==> config.mk <==
export PLATFORM = sky130hd
export DESIGN_NAME = mem_stage_flat
export DESIGN_NICKNAME = d
export VERILOG_FILES = /design/src/rtl/cpu_pkg.sv /design/src/rtl/mem_stage_if.sv /design/src/rtl/mem_stage_mem_to_wb.sv /design/src/rtl/mem_stage.sv /design/src/flat_wrapper.sv
export SDC_FILE = /design/constraint.sdc
export NUM_CORES = 1
export LEC_CHECK = 0
export BUFFER_PORTS_ARGS = -buffer_cell sky130_fd_sc_hd__buf_2
export CAP_MARGIN = 30
export CORE_AREA = 2 2 124 126
export CTS_CLUSTER_DIAMETER = 60
export DETAILED_ROUTE_END_ITERATION = 8
export DIE_AREA = 0 0 126 128
export GPL_ROUTABILITY_DRIVEN = 0
export MAX_ROUTING_LAYER = met4
export PLACE_DENSITY_LB_ADDON = 0.08
export SLEW_MARGIN = 15
export SYNTH_ARGS = -nofsm -noshare
export SYNTH_HDL_FRONTEND = slang
export SYNTH_SLANG_ARGS = --single-unit
==> constraint.sdc <==
create_clock -name clk -period 2.2 [get_ports clk]
set_clock_uncertainty 0.15 [all_clocks]
set_input_delay 0.44 -clock clk [delete_from_list [all_inputs] [get_ports clk]]
set_output_delay 0.44 -clock clk [all_outputs]
set_load 0.05 [all_outputs]
==> src/rtl/cpu_pkg.sv <==
// Shared definitions for the MEM stage: FSM encoding and control-bit positions
// inside the EX/MEM control bundles.
package cpu_pkg;

  typedef enum logic {
    IDLE   = 1'b0,
    ACCESS = 1'b1
  } state_t;

  // Bit positions within wb_in / wb_out
  localparam int WB_REGWRITE = 1;
  localparam int WB_MEMTOREG = 0;

  // Bit positions within mem_in
  localparam int MEM_BRANCH = 2;
  localparam int MEM_READ   = 1;
  localparam int MEM_WRITE  = 0;

endpackage

==> src/rtl/mem_stage_if.sv <==
// Data-memory request/acknowledge port. The stage is the master; the memory
// (or its model) is the slave. Read data is only meaningful while ack is high.
interface mem_stage_if #(
  parameter int AW = 32
);
  logic          dmem_req;
  logic          dmem_we;
  logic [AW-1:0] dmem_addr;
  logic [31:0]   dmem_wdata;
  logic [31:0]   dmem_rdata;
  logic          dmem_ack;

  modport master (
    output dmem_req, dmem_we, dmem_addr, dmem_wdata,
    input  dmem_rdata, dmem_ack
  );

  modport slave (
    input  dmem_req, dmem_we, dmem_addr, dmem_wdata,
    output dmem_rdata, dmem_ack
  );
endinterface

==> src/rtl/mem_stage_mem_to_wb.sv <==
// MEM/WB pipeline register. A bubble zeroes only the write-back control so the
// register file is left untouched; the data fields simply hold.
module mem_to_wb
  import cpu_pkg::*;
(
  input  logic        clk,
  input  logic        rst,
  input  logic        bubble,
  input  logic [1:0]  wb_d,
  input  logic [31:0] readdata_d,
  input  logic [31:0] alu_result_d,
  input  logic [4:0]  wb_address_d,
  output logic [1:0]  wb_out,
  output logic [31:0] readdata_out,
  output logic [31:0] alu_result_out,
  output logic [4:0]  wb_address_out
);

  // Register update with synchronous active-low clear and bubble insert
  always_ff @(posedge clk) begin
    if (!rst) begin
      wb_out         <= '0;
      readdata_out   <= '0;
      alu_result_out <= '0;
      wb_address_out <= '0;
    end else if (bubble) begin
      wb_out <= '0;
    end else begin
      wb_out         <= wb_d;
      readdata_out   <= readdata_d;
      alu_result_out <= alu_result_d;
      wb_address_out <= wb_address_d;
    end
  end

endmodule

==> src/rtl/mem_stage.sv <==
// Memory-access stage: branch resolution, variable-latency load/store through a
// req/ack port with timeout abort, stall generation and the MEM/WB register.
module mem_stage
  import cpu_pkg::*;
#(
  parameter int TIMEOUT = 16,
  parameter int AW      = 32
) (
  input  logic        clk,
  input  logic        rst,
  input  logic [1:0]  wb_in,
  input  logic [2:0]  mem_in,
  input  logic [31:0] pc_in,
  input  logic [31:0] alu_result_in,
  input  logic [31:0] writedata_in,
  input  logic        zero_in,
  input  logic [4:0]  wb_address_in,
  mem_stage_if.master mem_if,
  output logic        pc_src,
  output logic [31:0] branch_target,
  output logic        stall,
  output logic [1:0]  wb_out,
  output logic [31:0] readdata_out,
  output logic [31:0] alu_result_out,
  output logic [4:0]  wb_address_out,
  output logic        err_timeout,
  output logic        err_misalign
);

  localparam int CW = (TIMEOUT > 1) ? $clog2(TIMEOUT) : 1;
  localparam logic [CW-1:0] CNT_LAST = CW'(TIMEOUT - 1);

  state_t        state, state_n;
  logic [CW-1:0] counter, counter_n;
  logic          mem_op, access, misaligned;
  logic          ack_done, to_done;
  logic [1:0]    wb_d;
  logic [31:0]   readdata_d;

  assign mem_op     = mem_in[MEM_READ] | mem_in[MEM_WRITE];
  assign access     = mem_op & (alu_result_in[1:0] == 2'b00);
  assign misaligned = mem_op & (alu_result_in[1:0] != 2'b00);

  assign ack_done = (state == ACCESS) & mem_if.dmem_ack;
  assign to_done  = (state == ACCESS) & ~mem_if.dmem_ack & (counter == CNT_LAST);

  assign pc_src        = mem_in[MEM_BRANCH] & zero_in;
  assign branch_target = pc_in;

  assign mem_if.dmem_req   = (state == ACCESS);
  assign mem_if.dmem_we    = mem_in[MEM_WRITE];
  assign mem_if.dmem_addr  = AW'(alu_result_in);
  assign mem_if.dmem_wdata = writedata_in;

  assign stall = ((state == IDLE) & access)
               | ((state == ACCESS) & ~mem_if.dmem_ack & (counter != CNT_LAST));

  // FSM state, timeout counter and sticky error flags
  always_ff @(posedge clk) begin
    if (!rst) begin
      state        <= IDLE;
      counter      <= '0;
      err_timeout  <= 1'b0;
      err_misalign <= 1'b0;
    end else begin
      state   <= state_n;
      counter <= counter_n;
      if (to_done)
        err_timeout <= 1'b1;
      if ((state == IDLE) && misaligned)
        err_misalign <= 1'b1;
    end
  end

  // Next-state and counter logic
  always_comb begin
    state_n   = state;
    counter_n = counter;
    case (state)
      IDLE: begin
        if (access) begin
          state_n   = ACCESS;
          counter_n = '0;
        end
      end
      ACCESS: begin
        if (ack_done || to_done)
          state_n = IDLE;
        else
          counter_n = counter + 1'b1;
      end
      default: state_n = IDLE;
    endcase
  end

  // MEM/WB next values: cancel write-back on timeout or misalignment
  always_comb begin
    wb_d       = wb_in;
    readdata_d = '0;
    if (ack_done) begin
      if (mem_in[MEM_READ])
        readdata_d = mem_if.dmem_rdata;
    end else if (to_done) begin
      wb_d = '0;
    end else if ((state == IDLE) && misaligned) begin
      wb_d = '0;
    end
  end

  mem_to_wb u_mem_to_wb (
    .clk            (clk),
    .rst            (rst),
    .bubble         (stall),
    .wb_d           (wb_d),
    .readdata_d     (readdata_d),
    .alu_result_d   (alu_result_in),
    .wb_address_d   (wb_address_in),
    .wb_out         (wb_out),
    .readdata_out   (readdata_out),
    .alu_result_out (alu_result_out),
    .wb_address_out (wb_address_out)
  );

endmodule
==> src/flat_wrapper.sv <==
// flat-port wrapper written by rule: the top's interface ports become plain ports
module mem_stage_flat import cpu_pkg::*;
#(
  parameter int TIMEOUT = 16,
  parameter int AW      = 32
)
  (clk, rst, wb_in, mem_in, pc_in, alu_result_in, writedata_in, zero_in, wb_address_in, pc_src, branch_target, stall, wb_out, readdata_out, alu_result_out, wb_address_out, err_timeout, err_misalign, mem_if_dmem_req, mem_if_dmem_we, mem_if_dmem_addr, mem_if_dmem_wdata, mem_if_dmem_rdata, mem_if_dmem_ack);
  mem_stage_if #(.AW(AW)) mem_if_i ();
  input  logic clk;
  input  logic rst;
  input  logic [1:0] wb_in;
  input  logic [2:0] mem_in;
  input  logic [31:0] pc_in;
  input  logic [31:0] alu_result_in;
  input  logic [31:0] writedata_in;
  input  logic zero_in;
  input  logic [4:0] wb_address_in;
  output logic pc_src;
  output logic [31:0] branch_target;
  output logic stall;
  output logic [1:0] wb_out;
  output logic [31:0] readdata_out;
  output logic [31:0] alu_result_out;
  output logic [4:0] wb_address_out;
  output logic err_timeout;
  output logic err_misalign;
  output wire logic [$bits(mem_if_i.dmem_req)-1:0] mem_if_dmem_req;
  output wire logic [$bits(mem_if_i.dmem_we)-1:0] mem_if_dmem_we;
  output wire logic [$bits(mem_if_i.dmem_addr)-1:0] mem_if_dmem_addr;
  output wire logic [$bits(mem_if_i.dmem_wdata)-1:0] mem_if_dmem_wdata;
  input wire logic [$bits(mem_if_i.dmem_rdata)-1:0] mem_if_dmem_rdata;
  input wire logic [$bits(mem_if_i.dmem_ack)-1:0] mem_if_dmem_ack;
  assign mem_if_dmem_req = mem_if_i.dmem_req;
  assign mem_if_dmem_we = mem_if_i.dmem_we;
  assign mem_if_dmem_addr = mem_if_i.dmem_addr;
  assign mem_if_dmem_wdata = mem_if_i.dmem_wdata;
  assign mem_if_i.dmem_rdata = mem_if_dmem_rdata;
  assign mem_if_i.dmem_ack = mem_if_dmem_ack;
  mem_stage #(.TIMEOUT(TIMEOUT), .AW(AW)) u_core (.clk(clk), .rst(rst), .wb_in(wb_in), .mem_in(mem_in), .pc_in(pc_in), .alu_result_in(alu_result_in), .writedata_in(writedata_in), .zero_in(zero_in), .wb_address_in(wb_address_in), .mem_if(mem_if_i), .pc_src(pc_src), .branch_target(branch_target), .stall(stall), .wb_out(wb_out), .readdata_out(readdata_out), .alu_result_out(alu_result_out), .wb_address_out(wb_address_out), .err_timeout(err_timeout), .err_misalign(err_misalign));
endmodule
### After elaboration in Yosys (flattened, before gate mapping)

Index checks and enable logic that the tools add are counted.

| word-level totals | value |
|---|---|
| register bits | 78 |
| bits of input ports | 142 |
| output and inout port bits | 173 |
| logic and storage cells | 43 |

| cells by class | value |
|---|---|
| $add $sub $neg | 1 |
| eq/ne operators | 4 |
| mux-type cells | 11 |
| bitwise logic cells | 13 |
| reductions and logical operators | 6 |

Operator list:

| operator | count |
|---|---|
| $mux 32 | 2 |
| $and 1x1->1 | 8 |
| $mux 4 | 2 |
| $pmux 4 s2 | 1 |
| $mux 2 | 3 |
| $add 4x1->4 const B | 1 |
| $eq 4x4->1 const B | 1 |
| $ne 4x4->1 const B | 1 |
| $not 1->1 | 3 |
| $logic_not 2->1 | 1 |
| $mux 1 | 2 |
| $ne 2x1->1 const B | 1 |
| $ne 2x2->1 const B | 1 |
| $or 1x1->1 | 2 |
| $pmux 1 s2 | 1 |
| $reduce_and 2->1 | 1 |
| $reduce_bool 2->1 | 1 |
| $reduce_or 2->1 | 1 |
| $logic_and 1x1->1 | 1 |
| $logic_or 1x1->1 | 1 |

### Longest topological paths before layout

| logic depth | value |
|---|---|
| depth in word-level cells | 6 |
| mapped depth | 7 |
| depth with buffers taken out | 5 |

### Modules after synthesis

A second synthesis with hierarchy kept.

| unflattened totals | value |
|---|---|
| cells, all modules | 399 |
| area, all modules | 4032.6 µm² |

By module, submodules not included:

| module | times used | cells each | area an instance (µm²) | seq. area each (µm²) |
|---|---|---|---|---|
| mem_to_wb | 1 | 226 | 2738.9 | 1421.4 |
| mem_stage | 1 | 173 | 1293.7 | 140.1 |

### Least setup slack after synthesis

Ideal clock, no wire load.

| path | value |
|---|---|
| path kind | register -> output |
| start point | register u_core.state (netlist: u_core.mem_if.dmem_req) |
| end point | output stall |
| arrival time | 1.539 ns |
| data required time | 1.610 ns |
| path slack | 0.071 ns |
| stages on the path, launching flop included | 5 |
| path buffers | 1 |
| cells stage by stage | dfxtp_1 nand2b_1 o32a_4 inv_2 buf_6 |

| between the ends | value |
|---|---|
| longest elaborated chain between the ends | 3 |
| elaborated cells on any way between the ends | 5 |
| those cells by class | 5 x bitwise |

Ends and longest elaborated chain:

| what | line | source |
|---|---|---|
| start: declaration | mem_stage.sv:33 | `state_t state, state_n;` |
| start signal: assignment | mem_stage.sv:66 | `state <= state_n;` |
| $and 1x1->1 or $not 1->1 (tied branches) | mem_stage.sv:56, mem_stage.sv:55 |  |
| $and 1x1->1 (on tied branches) | mem_stage.sv:56, mem_stage.sv:55 |  |
| $or 1x1->1 * | mem_stage.sv:56 | `\| ((state == ACCESS) & ~mem_if.dmem_ack & (counter != CNT_LAST));` |
| end: declaration | flat_wrapper.sv:20 | `output logic stall;` |

Mark *: on every way between the ends. The rest lies on a longest branch, timed or not.

### Worst setup path after layout

| path | value |
|---|---|
| start point | register u_core.counter[0] |
| end point | output stall |

| between the ends | value |
|---|---|
| longest elaborated chain between the ends | 3 |

Ends and longest elaborated chain:

| what | line | source |
|---|---|---|
| start: declaration | mem_stage.sv:34 | `logic [CW-1:0] counter, counter_n;` |
| start signal: assignment | mem_stage.sv:67 | `counter <= counter_n;` |
| $ne 4x4->1 | mem_stage.sv:56 |  |
| $and 1x1->1 | mem_stage.sv:56 |  |
| $or 1x1->1 | mem_stage.sv:56 |  |

Every way passes these cells.

==> out/summary.md <==
### Outcome
* outcome: finished clean

### Power and ir drop
* power dissipated by switching net loads: 0.001144 W
* Int Power: 0.002689 W
* Clk pwr share: 42.4%
* Cell Pwr Density: 875.6 nW/um^2
* leakage power figure: 2.251 nW
* highest ir drop seen on vdd: 289.9 uV
* register share of total power: 39.2%
* total power consumption of the routed design: 0.003833 W
* Sw Ratio: 29.85%
* relative contribution of combinational cells to total power: 18.4%

### GRT
* initial antenna violation count: 1
* global routing usage summed across all routing layers: 11.63%
* vias in the first global route: 2689
* first-pass GRT wire length: 13890 um
* leftover overflow at the end of global routing: 0
* largest net degree at the start of global routing: 63

### Yosys
* sequential element share of the synthesized area: 42.80%
* synthesized instance count: 381
* post-synthesis instance area: 3648 um^2
* post-synthesis register bit count: 78
* synthesized area per cell: 9.576 um^2
* Cell variety after synth: 28
* syn_nets: 524
* Synth warnings: 0

### CTS
* post-cts hold buffer count: 0
* clock latency on the worst-skew pair: 340 ps
* clock transition time at the flip-flop clock pins of the worst setup and hold paths: 60 ps
* Root Buffer: sky130_fd_sc_hd__clkbuf_16
* Setup Buffers After CTS: 0
* H-tree levels: 3
* number of buffers created by CTS: 9
* Sink Count: 78
* clock tree from TritonCTS: built
* number of buffers between clock root and the deepest sink: 2

### Die
* die extent in y: 128 um
* Total Die Area: 16130 um^2
* Initial Utilization: 24.55%
* IO Count: 315
* standard-cell rows: 45
* die outline width: 126 um
* Floorplan Core Area: 14860 um^2

### Detailed routing
* Iter 0 DRT Violations: 97
* detailed-route DRC error count: 0
* routed vias: 2818
* Avg WL per Cell: 14.42 um
* via count normalized by instance count: 4.276
* drt total wl: 9505 um
* router iterations before antenna repair: 5
* residual antenna-violating net count after detailed routing: 0

### Layout
* sequential standard cell area: 1562 um^2
* Area Growth Syn to Fin: 19.99%
* ratio of cells with drive above 1 in the final layout: 45.84%
* area of the multi-input gates: 1207 um^2
* number of fillers in the final layout: 1597
* Finished Core Util: 29.45%
* count of nets after finishing: 608

### STA
* setup-violating endpoint count in the final report: 0
* final-report max-slew violation count: 0
* Rel. slew slack: 75.69%
* Worst-Margin Slew: 361.5 ps
* final critical-path required period: 2115 ps
* setup repair after global routing missed its margin: false
* final cycle utilization of the critical path: 96.15%
* setup TNS: 0 ps
* worst-case hold slack: 157.3 ps
* timing-limited maximum frequency: 472.8 MHz
* number of endpoints with negative hold slack in the final report: 0

### Critical path
* type of the worst setup path: reg -> out
* type of element capturing the critical path: output pin
* Data arrival, critical path: 1530 ps
* largest driver fanout on the critical path: 6
* required time of the critical path: 1610 ps
* crit path launch type: flop

### Job
* count of maximum capacitance violations: 0

### Placed design
* hpwl dp: 6997 um
* buffers added on ports: 186

### Min path
* HP Class: in -> reg

-- flip-flops by register name, indices dropped and copies added, names as in the netlist --
name	flops
u_core.err_timeout	1
u_core.u_mem_to_wb.alu_result_out	32
u_core.err_misalign	1
u_core.counter	4
u_core.u_mem_to_wb.wb_address_out	5
u_core.mem_if.dmem_req	1
u_core.u_mem_to_wb.wb_out	2
u_core.u_mem_to_wb.readdata_out	32
-- synthesized netlist by cell type --
master / count / share of area (%)
sky130_fd_sc_hd__o32a_4: 1 / 0.62
sky130_fd_sc_hd__inv_1: 2 / 0.21
sky130_fd_sc_hd__and2_1: 3 / 0.51
sky130_fd_sc_hd__or3_1: 2 / 0.34
sky130_fd_sc_hd__mux2i_1: 37 / 10
sky130_fd_sc_hd__clkbuf_1: 13 / 1.3
sky130_fd_sc_hd__inv_2: 1 / 0.10
sky130_fd_sc_hd__dfxtp_1: 78 / 43
sky130_fd_sc_hd__nand2_1: 75 / 7.7
sky130_fd_sc_hd__o31ai_1: 2 / 0.41
sky130_fd_sc_hd__ha_1: 1 / 0.34
sky130_fd_sc_hd__buf_2: 4 / 0.55
sky130_fd_sc_hd__nand3_1: 3 / 0.41
sky130_fd_sc_hd__a32o_1: 32 / 8.8
sky130_fd_sc_hd__nor2_1: 6 / 0.62
sky130_fd_sc_hd__buf_1: 1 / 0.10
sky130_fd_sc_hd__a21oi_1: 2 / 0.27
sky130_fd_sc_hd__o211ai_1: 2 / 0.41
sky130_fd_sc_hd__o22ai_1: 1 / 0.17
sky130_fd_sc_hd__nand2b_1: 1 / 0.17
sky130_fd_sc_hd__o21ai_1: 2 / 0.27
sky130_fd_sc_hd__o21bai_4: 1 / 0.51
sky130_fd_sc_hd__and3_1: 2 / 0.34
sky130_fd_sc_hd__nor3_1: 1 / 0.14
sky130_fd_sc_hd__buf_4: 98 / 20
sky130_fd_sc_hd__o21a_1: 2 / 0.41
sky130_fd_sc_hd__o21ai_0: 2 / 0.27
sky130_fd_sc_hd__buf_6: 6 / 1.9
-- worst paths after layout --
kind | endpoint | from | cells past startpoint | slack, ps
hold / removal | u_core.u_mem_to_wb.readdata_out[6]$_SDFFE_PN0N_ | mem_if_dmem_rdata[6] | 2 | 160
hold reg to reg | u_core.u_mem_to_wb.alu_result_out[1]$_SDFFE_PN0N_ | u_core.u_mem_to_wb.alu_result_out[1]$_SDFFE_PN0N_ | 2 | 300
setup reg to reg | u_core.u_mem_to_wb.readdata_out[13]$_SDFFE_PN0N_ | u_core.counter[0]$_SDFFE_PN0P_ | 6 | 410
setup / recovery | stall | u_core.counter[0]$_SDFFE_PN0P_ | 5 | 80
-- worst max-delay path: stages, from the launching register on --
cell and delay [ps]:
sky130_fd_sc_hd__dfxtp_1 360, sky130_fd_sc_hd__ha_2 210, sky130_fd_sc_hd__and3_4 230, sky130_fd_sc_hd__o32a_4 180, sky130_fd_sc_hd__inv_2 50, sky130_fd_sc_hd__buf_8 140
-- area by class of cell --
class	instances	share of cell area, %
inverters	3	0.2572
multi-input cells	178	27.58
repair buffers	195	23.66
clock buffers	10	5.459
clock inverters	5	1.886
well taps	188	5.373
flip-flops and latches	78	35.67
diodes	2	0.1143
-- metal layers --
metal	track usage, %	vias up	part of all wire (%)
li1	-	1366	-
met1	11.90	1263	39
met2	18.44	160	47
met3	6.511	29	11
met4	4.977	0	2.9
met5	-	-	0
-- cells by family (layout without fill, tap and decap cells) --
group | after synthesis | after routing | share of synthesized area, %
AO/OA/AOI/OAI | 47 | 47 | 12.14
multiplexers | 37 | 37 | 10.15
AND/OR/NAND/NOR | 93 | 93 | 10.25
buffers and inverters | 125 | 213 | 24.31
other | 0 | 2 | 0
flip-flops | 78 | 78 | 42.80
adder cells (fa/ha/maj) | 1 | 1 | 0.3429
-- per-stage QoR --
step / setup slack, ps / instance area (um^2) / std cells
floorplan: 71.02 / 3649 / 381
global placement: 256.5 / 4034 / 642
detailed placement: 239.4 / 4034 / 642
CTS: 17.53 / 4367 / 657
global route: 8.946 / 4375 / 658
finish: 84.72 / 4378 / 659
-- power groups by stage --
stage | Clock [W] | Combinational [W] | Sequential, W
finish | 0.00163 | 0.000704 | 0.00150
global route | 0.00177 | 0.000745 | 0.00151
CTS | 0.00172 | 0.000714 | 0.00150
detailed placement | 0 | 0.000711 | 0.00153
global placement | 0 | 0.000711 | 0.00153
floorplan | 0 | 0.000653 | 0.00174
-- placed cells by master (no fill, tap or decap), types with 3 or more instances in the layout --
master	netlist	final
sky130_fd_sc_hd__a32o_1	32	32
sky130_fd_sc_hd__and2_1	3	3
sky130_fd_sc_hd__buf_2	4	184
sky130_fd_sc_hd__buf_4	98	8
sky130_fd_sc_hd__clkbuf_16	0	9
sky130_fd_sc_hd__dfxtp_1	78	78
sky130_fd_sc_hd__mux2i_1	37	37
sky130_fd_sc_hd__nand2_1	75	75
sky130_fd_sc_hd__nand3_1	3	3
sky130_fd_sc_hd__nor2_1	6	6
-- what timing repair did --
item,in CTS,in global routing
setup endpoints to repair,1,1
pin swaps,0,0
gates resized for setup,4,2
No activity file was read; power rests on OpenSTA's default activity.
